File: src/rtl/id_stage_queue.sv
// -----------------------------------------------------------------------------
// id_stage_queue
//   MIPS decode stage. Fetch pushes {instruction, pc} into a DEPTH-entry FIFO;
//   the FIFO head is decoded combinationally and captured into a registered
//   bundle offered to EX. Both sides use valid/ready handshakes.
//   Also provides a one-bubble load-use interlock, illegal-instruction
//   flagging, jump and branch target computation, and flush.
//
// Ports
//   clk, rst_n            clock (rising edge), async active-low reset
//   flush                 drop queue contents and the output bundle
//   in_valid/in_ready     fetch handshake; in_ins / in_pc carry the word
//   out_valid/out_ready   EX handshake
//   out_pc                pc of the bundle
//   rd_addr_a/rd_addr_b   rs / rt
//   wr_addr, reg_wr       destination register and its write enable
//   mem_rd, mem_wr        load / store
//   aluop, sign           ALU operation, signed compare/shift/overflow
//   ext_imm, use_imm      extended immediate (shamt for R-type), operand select
//   jump, jump_pc         J/JAL and its target
//   branch, branch_pc     00 none, 01 jr, 10 beq, 11 bne and the branch target
//   illegal               unsupported opcode/func (still issued as a no-op)
// -----------------------------------------------------------------------------
package mips_def_pkg;
    typedef enum logic [3:0] {
        ALU_ADD = 4'd0,
        ALU_SUB = 4'd1,
        ALU_AND = 4'd2,
        ALU_OR  = 4'd3,
        ALU_XOR = 4'd4,
        ALU_NOR = 4'd5,
        ALU_SLT = 4'd6,
        ALU_SLL = 4'd7,
        ALU_SRL = 4'd8,
        ALU_SRA = 4'd9,
        ALU_LUI = 4'd10    // result is operand B (already shifted immediate)
    } aluop_t;
endpackage

module id_stage_queue
    import mips_def_pkg::*;
#(
    parameter int DEPTH    = 4,
    parameter int PC_W     = 32,
    parameter int LU_STALL = 1
) (
    input  logic            clk,
    input  logic            rst_n,
    input  logic            flush,
    input  logic            in_valid,
    output logic            in_ready,
    input  logic [31:0]     in_ins,
    input  logic [PC_W-1:0] in_pc,
    output logic            out_valid,
    input  logic            out_ready,
    output logic [PC_W-1:0] out_pc,
    output logic [4:0]      rd_addr_a,
    output logic [4:0]      rd_addr_b,
    output logic [4:0]      wr_addr,
    output logic            reg_wr,
    output logic            mem_rd,
    output logic            mem_wr,
    output aluop_t          aluop,
    output logic            sign,
    output logic [31:0]     ext_imm,
    output logic            use_imm,
    output logic            jump,
    output logic [PC_W-1:0] jump_pc,
    output logic [1:0]      branch,
    output logic [PC_W-1:0] branch_pc,
    output logic            illegal
);

    localparam int AW    = $clog2(DEPTH);
    localparam int CNT_W = AW + 1;

    typedef struct packed {
        logic [PC_W-1:0] pc;
        logic [4:0]      rs;
        logic [4:0]      rt;
        logic [4:0]      wr;
        logic            reg_wr;
        logic            mem_rd;
        logic            mem_wr;
        aluop_t          aluop;
        logic            sign;
        logic [31:0]     ext_imm;
        logic            use_imm;
        logic            jump;
        logic [PC_W-1:0] jump_pc;
        logic [1:0]      branch;
        logic [PC_W-1:0] branch_pc;
        logic            illegal;
    } bundle_t;

    logic [31:0]     ins_mem_q [DEPTH];
    logic [PC_W-1:0] pc_mem_q  [DEPTH];
    logic [AW-1:0]   wr_ptr_q, wr_ptr_d;
    logic [AW-1:0]   rd_ptr_q, rd_ptr_d;
    logic [CNT_W-1:0] count_q, count_d;
    logic            out_valid_q, out_valid_d;
    bundle_t         bundle_q, bundle_d;

    logic [31:0]     head_ins_s;
    logic [PC_W-1:0] head_pc_s;
    logic            head_valid_s;
    logic            in_ready_s;
    logic            push_s;
    logic            load_s;
    logic            hazard_s;
    logic            head_reads_s;
    logic            reads_rt_s;
    logic            writes_s;
    bundle_t         dec_s;

    logic [5:0]      op_s;
    logic [5:0]      func_s;
    logic [4:0]      rs_s;
    logic [4:0]      rt_s;
    logic [4:0]      rd_s;
    logic [4:0]      shamt_s;
    logic [15:0]     imm_s;
    logic [PC_W-1:0] br_off_s;

    assign head_ins_s   = ins_mem_q[rd_ptr_q];
    assign head_pc_s    = pc_mem_q[rd_ptr_q];
    assign head_valid_s = (count_q != {CNT_W{1'b0}});
    assign in_ready_s   = (count_q != CNT_W'(DEPTH));

    assign op_s     = head_ins_s[31:26];
    assign rs_s     = head_ins_s[25:21];
    assign rt_s     = head_ins_s[20:16];
    assign rd_s     = head_ins_s[15:11];
    assign shamt_s  = head_ins_s[10:6];
    assign func_s   = head_ins_s[5:0];
    assign imm_s    = head_ins_s[15:0];
    assign br_off_s = {{(PC_W-18){imm_s[15]}}, imm_s, 2'b00};

    // Decode the queue head into a bundle.
    always_comb begin
        dec_s           = '0;
        writes_s        = 1'b0;
        dec_s.pc        = head_pc_s;
        dec_s.rs        = rs_s;
        dec_s.rt        = rt_s;
        dec_s.aluop     = ALU_ADD;
        dec_s.ext_imm   = (op_s == 6'h00) ? {27'd0, shamt_s} : {{16{imm_s[15]}}, imm_s};
        dec_s.jump_pc   = {head_pc_s[PC_W-1:28], head_ins_s[25:0], 2'b00};
        dec_s.branch_pc = head_pc_s + PC_W'(32'd4) + br_off_s;
        case (op_s)
            6'h00: begin
                dec_s.wr = rd_s;
                writes_s = 1'b1;
                case (func_s)
                    6'h20: begin dec_s.aluop = ALU_ADD; dec_s.sign = 1'b1; end
                    6'h21: dec_s.aluop = ALU_ADD;
                    6'h22: begin dec_s.aluop = ALU_SUB; dec_s.sign = 1'b1; end
                    6'h23: dec_s.aluop = ALU_SUB;
                    6'h24: dec_s.aluop = ALU_AND;
                    6'h25: dec_s.aluop = ALU_OR;
                    6'h26: dec_s.aluop = ALU_XOR;
                    6'h27: dec_s.aluop = ALU_NOR;
                    6'h2A: begin dec_s.aluop = ALU_SLT; dec_s.sign = 1'b1; end
                    6'h2B: dec_s.aluop = ALU_SLT;
                    6'h00: begin dec_s.aluop = ALU_SLL; dec_s.use_imm = 1'b1; end
                    6'h02: begin dec_s.aluop = ALU_SRL; dec_s.use_imm = 1'b1; end
                    6'h03: begin dec_s.aluop = ALU_SRA; dec_s.use_imm = 1'b1; dec_s.sign = 1'b1; end
                    6'h04: dec_s.aluop = ALU_SLL;
                    6'h06: dec_s.aluop = ALU_SRL;
                    6'h07: begin dec_s.aluop = ALU_SRA; dec_s.sign = 1'b1; end
                    6'h08: begin dec_s.branch = 2'b01; dec_s.wr = 5'd0; writes_s = 1'b0; end
                    default: begin dec_s.illegal = 1'b1; dec_s.wr = 5'd0; writes_s = 1'b0; end
                endcase
            end
            6'h08: begin dec_s.sign = 1'b1; dec_s.use_imm = 1'b1; dec_s.wr = rt_s; writes_s = 1'b1; end
            6'h09: begin dec_s.use_imm = 1'b1; dec_s.wr = rt_s; writes_s = 1'b1; end
            6'h0D: begin
                dec_s.aluop   = ALU_OR;
                dec_s.ext_imm = {16'h0000, imm_s};
                dec_s.use_imm = 1'b1; dec_s.wr = rt_s; writes_s = 1'b1;
            end
            6'h0E: begin
                dec_s.aluop   = ALU_XOR;
                dec_s.ext_imm = {16'h0000, imm_s};
                dec_s.use_imm = 1'b1; dec_s.wr = rt_s; writes_s = 1'b1;
            end
            6'h0F: begin
                dec_s.aluop   = ALU_LUI;
                dec_s.ext_imm = {imm_s, 16'h0000};
                dec_s.use_imm = 1'b1; dec_s.wr = rt_s; writes_s = 1'b1;
            end
            6'h0A: begin
                dec_s.aluop = ALU_SLT; dec_s.sign = 1'b1;
                dec_s.use_imm = 1'b1; dec_s.wr = rt_s; writes_s = 1'b1;
            end
            6'h0B: begin
                dec_s.aluop = ALU_SLT;
                dec_s.use_imm = 1'b1; dec_s.wr = rt_s; writes_s = 1'b1;
            end
            6'h23: begin dec_s.mem_rd = 1'b1; dec_s.use_imm = 1'b1; dec_s.wr = rt_s; writes_s = 1'b1; end
            6'h2B: begin dec_s.mem_wr = 1'b1; dec_s.use_imm = 1'b1; end
            6'h04: begin dec_s.aluop = ALU_SUB; dec_s.branch = 2'b10; end
            6'h05: begin dec_s.aluop = ALU_SUB; dec_s.branch = 2'b11; end
            6'h02: dec_s.jump = 1'b1;
            6'h03: begin dec_s.jump = 1'b1; dec_s.wr = 5'd31; writes_s = 1'b1; end
            default: dec_s.illegal = 1'b1;
        endcase
        // Writes to r0 are architecturally dropped.
        dec_s.reg_wr = writes_s & (dec_s.wr != 5'd0);
    end

    // Load-use detection: the held bundle is a load leaving this cycle and the head needs its result.
    always_comb begin
        reads_rt_s   = (op_s == 6'h00) || (op_s == 6'h04) || (op_s == 6'h05) || (op_s == 6'h2B);
        head_reads_s = (rs_s == bundle_q.wr) || (reads_rt_s && (rt_s == bundle_q.wr));
        hazard_s     = (LU_STALL != 0) && out_valid_q && out_ready && bundle_q.mem_rd &&
                       bundle_q.reg_wr && (bundle_q.wr != 5'd0) && head_valid_s && head_reads_s;
    end

    // Queue pointers, occupancy and output bundle next-state; flush overrides everything.
    always_comb begin
        push_s      = in_valid && in_ready_s && !flush;
        load_s      = head_valid_s && (!out_valid_q || out_ready) && !hazard_s && !flush;
        wr_ptr_d    = wr_ptr_q;
        rd_ptr_d    = rd_ptr_q;
        count_d     = count_q;
        out_valid_d = out_valid_q;
        bundle_d    = bundle_q;
        if (flush) begin
            wr_ptr_d    = {AW{1'b0}};
            rd_ptr_d    = {AW{1'b0}};
            count_d     = {CNT_W{1'b0}};
            out_valid_d = 1'b0;
            bundle_d    = '0;
        end else begin
            if (push_s) begin
                wr_ptr_d = wr_ptr_q + AW'(1);
            end else begin
                wr_ptr_d = wr_ptr_q;
            end
            if (load_s) begin
                rd_ptr_d = rd_ptr_q + AW'(1);
            end else begin
                rd_ptr_d = rd_ptr_q;
            end
            case ({push_s, load_s})
                2'b10:   count_d = count_q + CNT_W'(1);
                2'b01:   count_d = count_q - CNT_W'(1);
                default: count_d = count_q;
            endcase
            // A bubble (hazard) or a drained queue leaves out_valid low after acceptance.
            if (load_s) begin
                out_valid_d = 1'b1;
                bundle_d    = dec_s;
            end else if (out_ready) begin
                out_valid_d = 1'b0;
            end else begin
                out_valid_d = out_valid_q;
            end
        end
    end

    // Control and bundle registers.
    always_ff @(posedge clk or negedge rst_n) begin
        if (!rst_n) begin
            wr_ptr_q    <= {AW{1'b0}};
            rd_ptr_q    <= {AW{1'b0}};
            count_q     <= {CNT_W{1'b0}};
            out_valid_q <= 1'b0;
            bundle_q    <= '0;
        end else begin
            wr_ptr_q    <= wr_ptr_d;
            rd_ptr_q    <= rd_ptr_d;
            count_q     <= count_d;
            out_valid_q <= out_valid_d;
            bundle_q    <= bundle_d;
        end
    end

    // Queue storage, written at the tail on an accepted push.
    always_ff @(posedge clk or negedge rst_n) begin
        if (!rst_n) begin
            for (int i = 0; i < DEPTH; i++) begin
                ins_mem_q[i] <= 32'd0;
                pc_mem_q[i]  <= {PC_W{1'b0}};
            end
        end else if (push_s) begin
            ins_mem_q[wr_ptr_q] <= in_ins;
            pc_mem_q[wr_ptr_q]  <= in_pc;
        end
    end

    assign in_ready  = in_ready_s;
    assign out_valid = out_valid_q;
    assign out_pc    = bundle_q.pc;
    assign rd_addr_a = bundle_q.rs;
    assign rd_addr_b = bundle_q.rt;
    assign wr_addr   = bundle_q.wr;
    assign reg_wr    = bundle_q.reg_wr;
    assign mem_rd    = bundle_q.mem_rd;
    assign mem_wr    = bundle_q.mem_wr;
    assign aluop     = bundle_q.aluop;
    assign sign      = bundle_q.sign;
    assign ext_imm   = bundle_q.ext_imm;
    assign use_imm   = bundle_q.use_imm;
    assign jump      = bundle_q.jump;
    assign jump_pc   = bundle_q.jump_pc;
    assign branch    = bundle_q.branch;
    assign branch_pc = bundle_q.branch_pc;
    assign illegal   = bundle_q.illegal;

endmodule

File: config.mk
export PLATFORM = sky130hd
export DESIGN_NAME = id_stage_queue
export DESIGN_NICKNAME = d
export VERILOG_FILES = /design/src/rtl/id_stage_queue.sv
export SDC_FILE = /design/constraint.sdc
export NUM_CORES = 1
export LEC_CHECK = 0
export CORE_MARGIN = 8
export CORE_UTILIZATION = 55
export CTS_CLUSTER_DIAMETER = 60
export DETAILED_ROUTE_END_ITERATION = 7
export GPL_ROUTABILITY_DRIVEN = 0
export PLACE_DENSITY = 0.79
export SYNTH_ARGS = -nofsm -noshare
export SYNTH_HDL_FRONTEND = slang
export SYNTH_SLANG_ARGS = --single-unit
File: constraint.sdc
create_clock -name clk -period 7.1 [get_ports clk]
set_clock_uncertainty 0.15 [all_clocks]
set_input_delay 1.065 -clock clk [delete_from_list [all_inputs] [get_ports clk]]
set_output_delay 1.065 -clock clk [all_outputs]
set_load 0.02 [all_outputs]
# After elaboration in Yosys (flattened, before gate mapping)
# Cells that the tools add are included.
# Widths: inputs -> output; s select.
[op_classes] order_cmp=3 add_sub_neg=6 eq_ne=34 n_reduce_logical=48 bitwise=3 n_mux=40
[ops] op="$mux 156" count=2
[ops] op="$bwmux 128" count=2
[ops] op="$mux 32" count=6
[ops] op="$bmux 32 s2" count=2
[ops] op="$eq 6x6->1 const B" count=12
[ops] op="$demux 32 s2" count=1
[ops] op="$pmux 32 s2" count=1
[ops] op="$eq 6x4->1 const B" count=8
[ops] op="$pmux 4 s9" count=1
[ops] op="$add 32x3->32 const B" count=1
[ops] op="$add 32x32->32" count=1
[ops] op="$eq 6x3->1 const B" count=5
[ops] op="$eq 6x2->1 const B" count=4
[ops] op="$pmux 4 s6" count=1
[ops] op="$reduce_or 2->1" count=10
[ops] op="$reduce_or 9->1" count=2
[ops] op="$reduce_or 17->1" count=1
[ops] op="$reduce_or 16->1" count=1
[ops] op="$pmux 5 s3" count=1
[ops] op="$logic_and 1x1->1" count=13
[ops] op="$reduce_or 13->1" count=1
[ops] op="$logic_not 6->1" count=2
[ops] op="$mux 1" count=11
[ops] op="$eq 5x5->1" count=2
[ops] op="other kinds (24)" count=43
[word_totals] reg_bits=420 wordCells=162 output_inout_bits=158

# Depth between registers and ports, before layout
[logic_depth] depth_word=17 ltp_mapped=18

# Least setup slack after synthesis
# OpenSTA, ideal clock, no wires.
[synth_timing] kind="register to register" from="register rd_ptr_q[0]" to="register bundle_q, in the netlist branch_pc[31]" arrival_time_ns=4.747 setup_time_ns=0.139 required_ns=6.811 stages_incl_launch_ff=17 synth_period_minus_slack_ns=5.035 setup_slack_ns=2.065 cell_sequence="dfrtp_1 -> buf_4 -> buf_4 -> buf_2 -> buf_2 -> mux4_2 -> ha_1 -> ha_1 -> fa_1 -> a21o_1 -> a221o_1 -> a221oi_2 -> o21ai_1 -> or4_1 -> a21boi_0 -> or3_1 -> o211ai_1"
[synth_between] elab_chain_len=15 elab_cells_between_ends=27
[synth_rtl] item="start: declaration" line_no="99" source="logic [AW-1:0] rd_ptr_q, rd_ptr_d;"
[synth_rtl] item="start signal: assignment" line_no="267" source="rd_ptr_q <= {AW{1'b0}};"
[synth_rtl] item="start signal: assignment" line_no="273" source="rd_ptr_q <= rd_ptr_d;"
[synth_rtl] item="$not 2->3 (implied by the code) *" line_no="125, 126"
[synth_rtl] item="branches (longest 14 deep; another with $add 32x3->32)"
[synth_rtl] item="end signal: assignment" line_no="276" source="bundle_q <= bundle_d;"
[synth_rtl] item="end: declaration" line_no="102" source="bundle_t bundle_q, bundle_d;"
# Mark *: on every way between the ends. The select of a mux whose other input is x is not followed.
# A chain may end at the register's enable or synchronous reset.

# Final worst setup path
# Ends and elaborated chain as after synthesis.

==> run_results.csv <==
group,metric,value,unit
critical_path,end_kind,"register",
die,dieArea,42000,um2
critical_path,crit_path_start_kind,"register",
min_path,hold_path.class,"register to register",
critical_path,cp.buffers_inverters,0,
yosys,synth_cell_types,71,
yosys,async_flop_share,1.00,
sta,max_slew_margin,0.249,
critical_path,crit_fanout,48,
yosys,syn_avg_cell_area,12.1,um2
place,pre_cts_ws,1860,ps
layout,n_fill_cell,2633,
layout,fin_nets,1915,
die,start_util,0.555,
job,maxCapViolCount,0,
yosys,yosysTopAreaCell,"dfrtp_1",
critical_path,cp_cell_sequence,"mux4_2 -> ha_1 -> ha_1 -> fa_1 -> a21o_1 -> a221o_1 -> a221oi_2 -> o21ai_1 -> or4_1 -> a21boi_0 -> or3_1 -> o211ai_1",
critical_path,crit_required,7320,ps
clock_tree,clk_path_buf_depth,3,
critical_path,crit_slowest_cell,"dfrtp_4",
die,rows,69,
sta,tns,0,ps
route,drtIter0Drc,1122,
layout,drive_gt1_frac,0.229,
clock_tree,cts.repair.resized,0,
place,dp_hpwl,35100,um
layout,synthToLayoutAreaGrowth,18.9,%
critical_path,startpoint,"rd_ptr_q[0]",
route,drc,0,
sta,rsz0062_at_grt,"false",
critical_path,crit_type,"register to register",
die,die_w,205,um
clock_tree,worstSkewPairLatency,540,ps
clock_tree,cts_buffers,42,
outcome,outcome,"finished, final reports clean",
sta,holdWs,351,ps
sta,hold_violations,0,
global_route,grt_usage,0.248,
critical_path,path_common_cell,"ha_1",
route,firstDrtPassIters,5,
die,fp.dieH,205,um
global_route,grt_pass1_wl,82100,um
yosys,yosysSeqAreaShare,0.512,
sta,post-route-period-util,0.741,
route,routedWlPerCell,23.1,um
clock_tree,clock_sink_count,402,
yosys,synth_top_flop_cell,"dfrtp_1",
global_route,grt_pass1_vias,14447,
layout,layout_commonest_cell,"dfrtp_1",
clock_tree,cts-htree-levels,2,
critical_path,crit_family,"compound AO/OA/AOI/OAI gates",
sta,drv_slew,0,
clock_tree,clkTransAtPathRegs,60,ps
sta,worstMarginPinSlew,1130,ps
critical_path,worstSetupEndpoint,"branch_pc[31]",
yosys,synth_edf_count,0,
critical_path,r2r_start,"rd_ptr_q[0]",
critical_path,r2r_setup_slack,1840,ps
clock_tree,cts_tree,"done",
route,drtAntennaViolNets,0,
yosys,synth_top_area_share,0.512,
yosys,synth_area,19600,um2
clock_tree,clock-root-buffer,"clkbuf_16",
critical_path,r2r-end,"branch_pc[31]",
sta,fmax,190,MHz
critical_path,cp.depth,12,
yosys,ys_ff_latch,402,
sta,period_needed,5260,ps
critical_path,reg2regPathDepth,12,
clock_tree,ctsHoldBuffers,0,
route,wl,52600,um
critical_path,cp.arrival,5480,ps
sta,setup_slack,1840,ps
global_route,grt_max_degree,129,
route,routed_via_density,6.12,
route,via_count,13937,
die,io_pins,227,
yosys,synth_cells,1623,
global_route,overflow,0,
sta,setup_viol,0,
clock_tree,postCtsSetupRepairBufs,0,
critical_path,slowest_delay,1110,ps
die,fp.coreArea,35400,um2
yosys,yosysWarnings,0,
yosys,synth_area_leaders,"dfrtp_1, mux2_2, mux4_2",
place,io_buffers,224,
global_route,antenna_found_initial,6,
layout,final_cell_mix,"dfrtp_1, mux2_2, clkdlybuf4s50_1, nand2_1, a21oi_1",
-- flip-flops by register name, indices dropped and copies added (netlist names), 5 cells and up --
register,cells
wr_addr,5
jump_pc,19
ins_mem_q,128
ext_imm,32
branch_pc,30
pc_mem_q,128
out_pc,31
-- per-stage QoR --
| step | cell area [um2] | utilization | std cells |
|---|---|---|---|
| finish | 23400 | 0.660 | 2277 |
| global route | 23400 | 0.660 | 2275 |
| CTS | 23400 | 0.660 | 2274 |
| detailed placement | 22000 | 0.622 | 2200 |
| global placement | 22000 | 0.622 | 2200 |
| floorplan | 19600 | - | 1624 |
-- worst min-delay path by stage --
stage / to / cells after the start / start
floorplan: ins_mem_q[32] / 1 / ins_mem_q[32]
global placement: ins_mem_q[56] / 1 / ins_mem_q[56]
detailed placement: pc_mem_q[40] / 1 / pc_mem_q[40]
CTS: ins_mem_q[2] / 1 / ins_mem_q[2]
global route: pc_mem_q[10] / 1 / pc_mem_q[10]
finish: pc_mem_q[4] / 1 / pc_mem_q[4]
-- layer usage --
layer | up-vias | global-route usage | routed length [um]
met1 | 7128 | 0.337 | 22300
met2 | 531 | 0.392 | 24500
met3 | 96 | 0.0610 | 4410
met4 | 6 | 0.0730 | 1330
li1 | 6176 | - | -
met5 | - | 0 | 32
-- worst reg2reg max path: stages, from the launching register on --
cell and delay (ps):
dfrtp_4 1110, mux4_2 770, ha_1 330, ha_1 240
fa_1 420, a21o_1 200, a221o_1 360, a221oi_2 400
o21ai_1 160, or4_1 530, a21boi_0 210, or3_1 140
o211ai_1 80
-- Yosys cell counts (6+ instances only) --
library cell / n
a211oi_1: 13
a21o_1: 14
a21oi_1: 149
a221oi_1: 12
a31oi_1: 6
and3_1: 6
buf_2: 23
buf_4: 26
clkbuf_1: 67
dfrtp_1: 402
ha_1: 61
inv_1: 13
mux2_2: 256
mux4_2: 64
nand2_1: 210
nand3_1: 28
nand3b_1: 7
nand4_1: 8
nor2_1: 61
nor2b_1: 9
nor3_1: 21
o211ai_1: 21
o21ai_0: 20
xnor2_1: 25
xor2_1: 12
-- logic make-up after synthesis --
family / after synthesis / synth area share
AO/OA/AOI/OAI: 274 / 0.0859
XOR/XNOR: 37 / 0.0165
adder cells (fa/ha/maj): 63 / 0.0409
buffers and inverters: 133 / 0.0326
flip-flops: 402 / 0.512
multiplexers: 321 / 0.221
other: 1 / 0.000191
AND/OR/NAND/NOR: 392 / 0.0912
-- final cells by class --
| class | count | area (um2) | area share |
|---|---|---|---|
| sequential | 402 | 10100 | 0.431 |
| multi-input combinational | 1089 | 8990 | 0.385 |
| timing repair buffer | 235 | 2350 | 0.101 |
| clock buffer | 62 | 1230 | 0.0525 |
| tap | 461 | 577 | 0.0247 |
| clock inverter | 12 | 98.8 | 0.00423 |
| inverter | 13 | 48.8 | 0.00209 |
| antenna | 3 | 7.51 | 0.000321 |
Power is not shown: default switching activity piles up to over one toggle a cycle in this logic, so the estimate is an artifact.
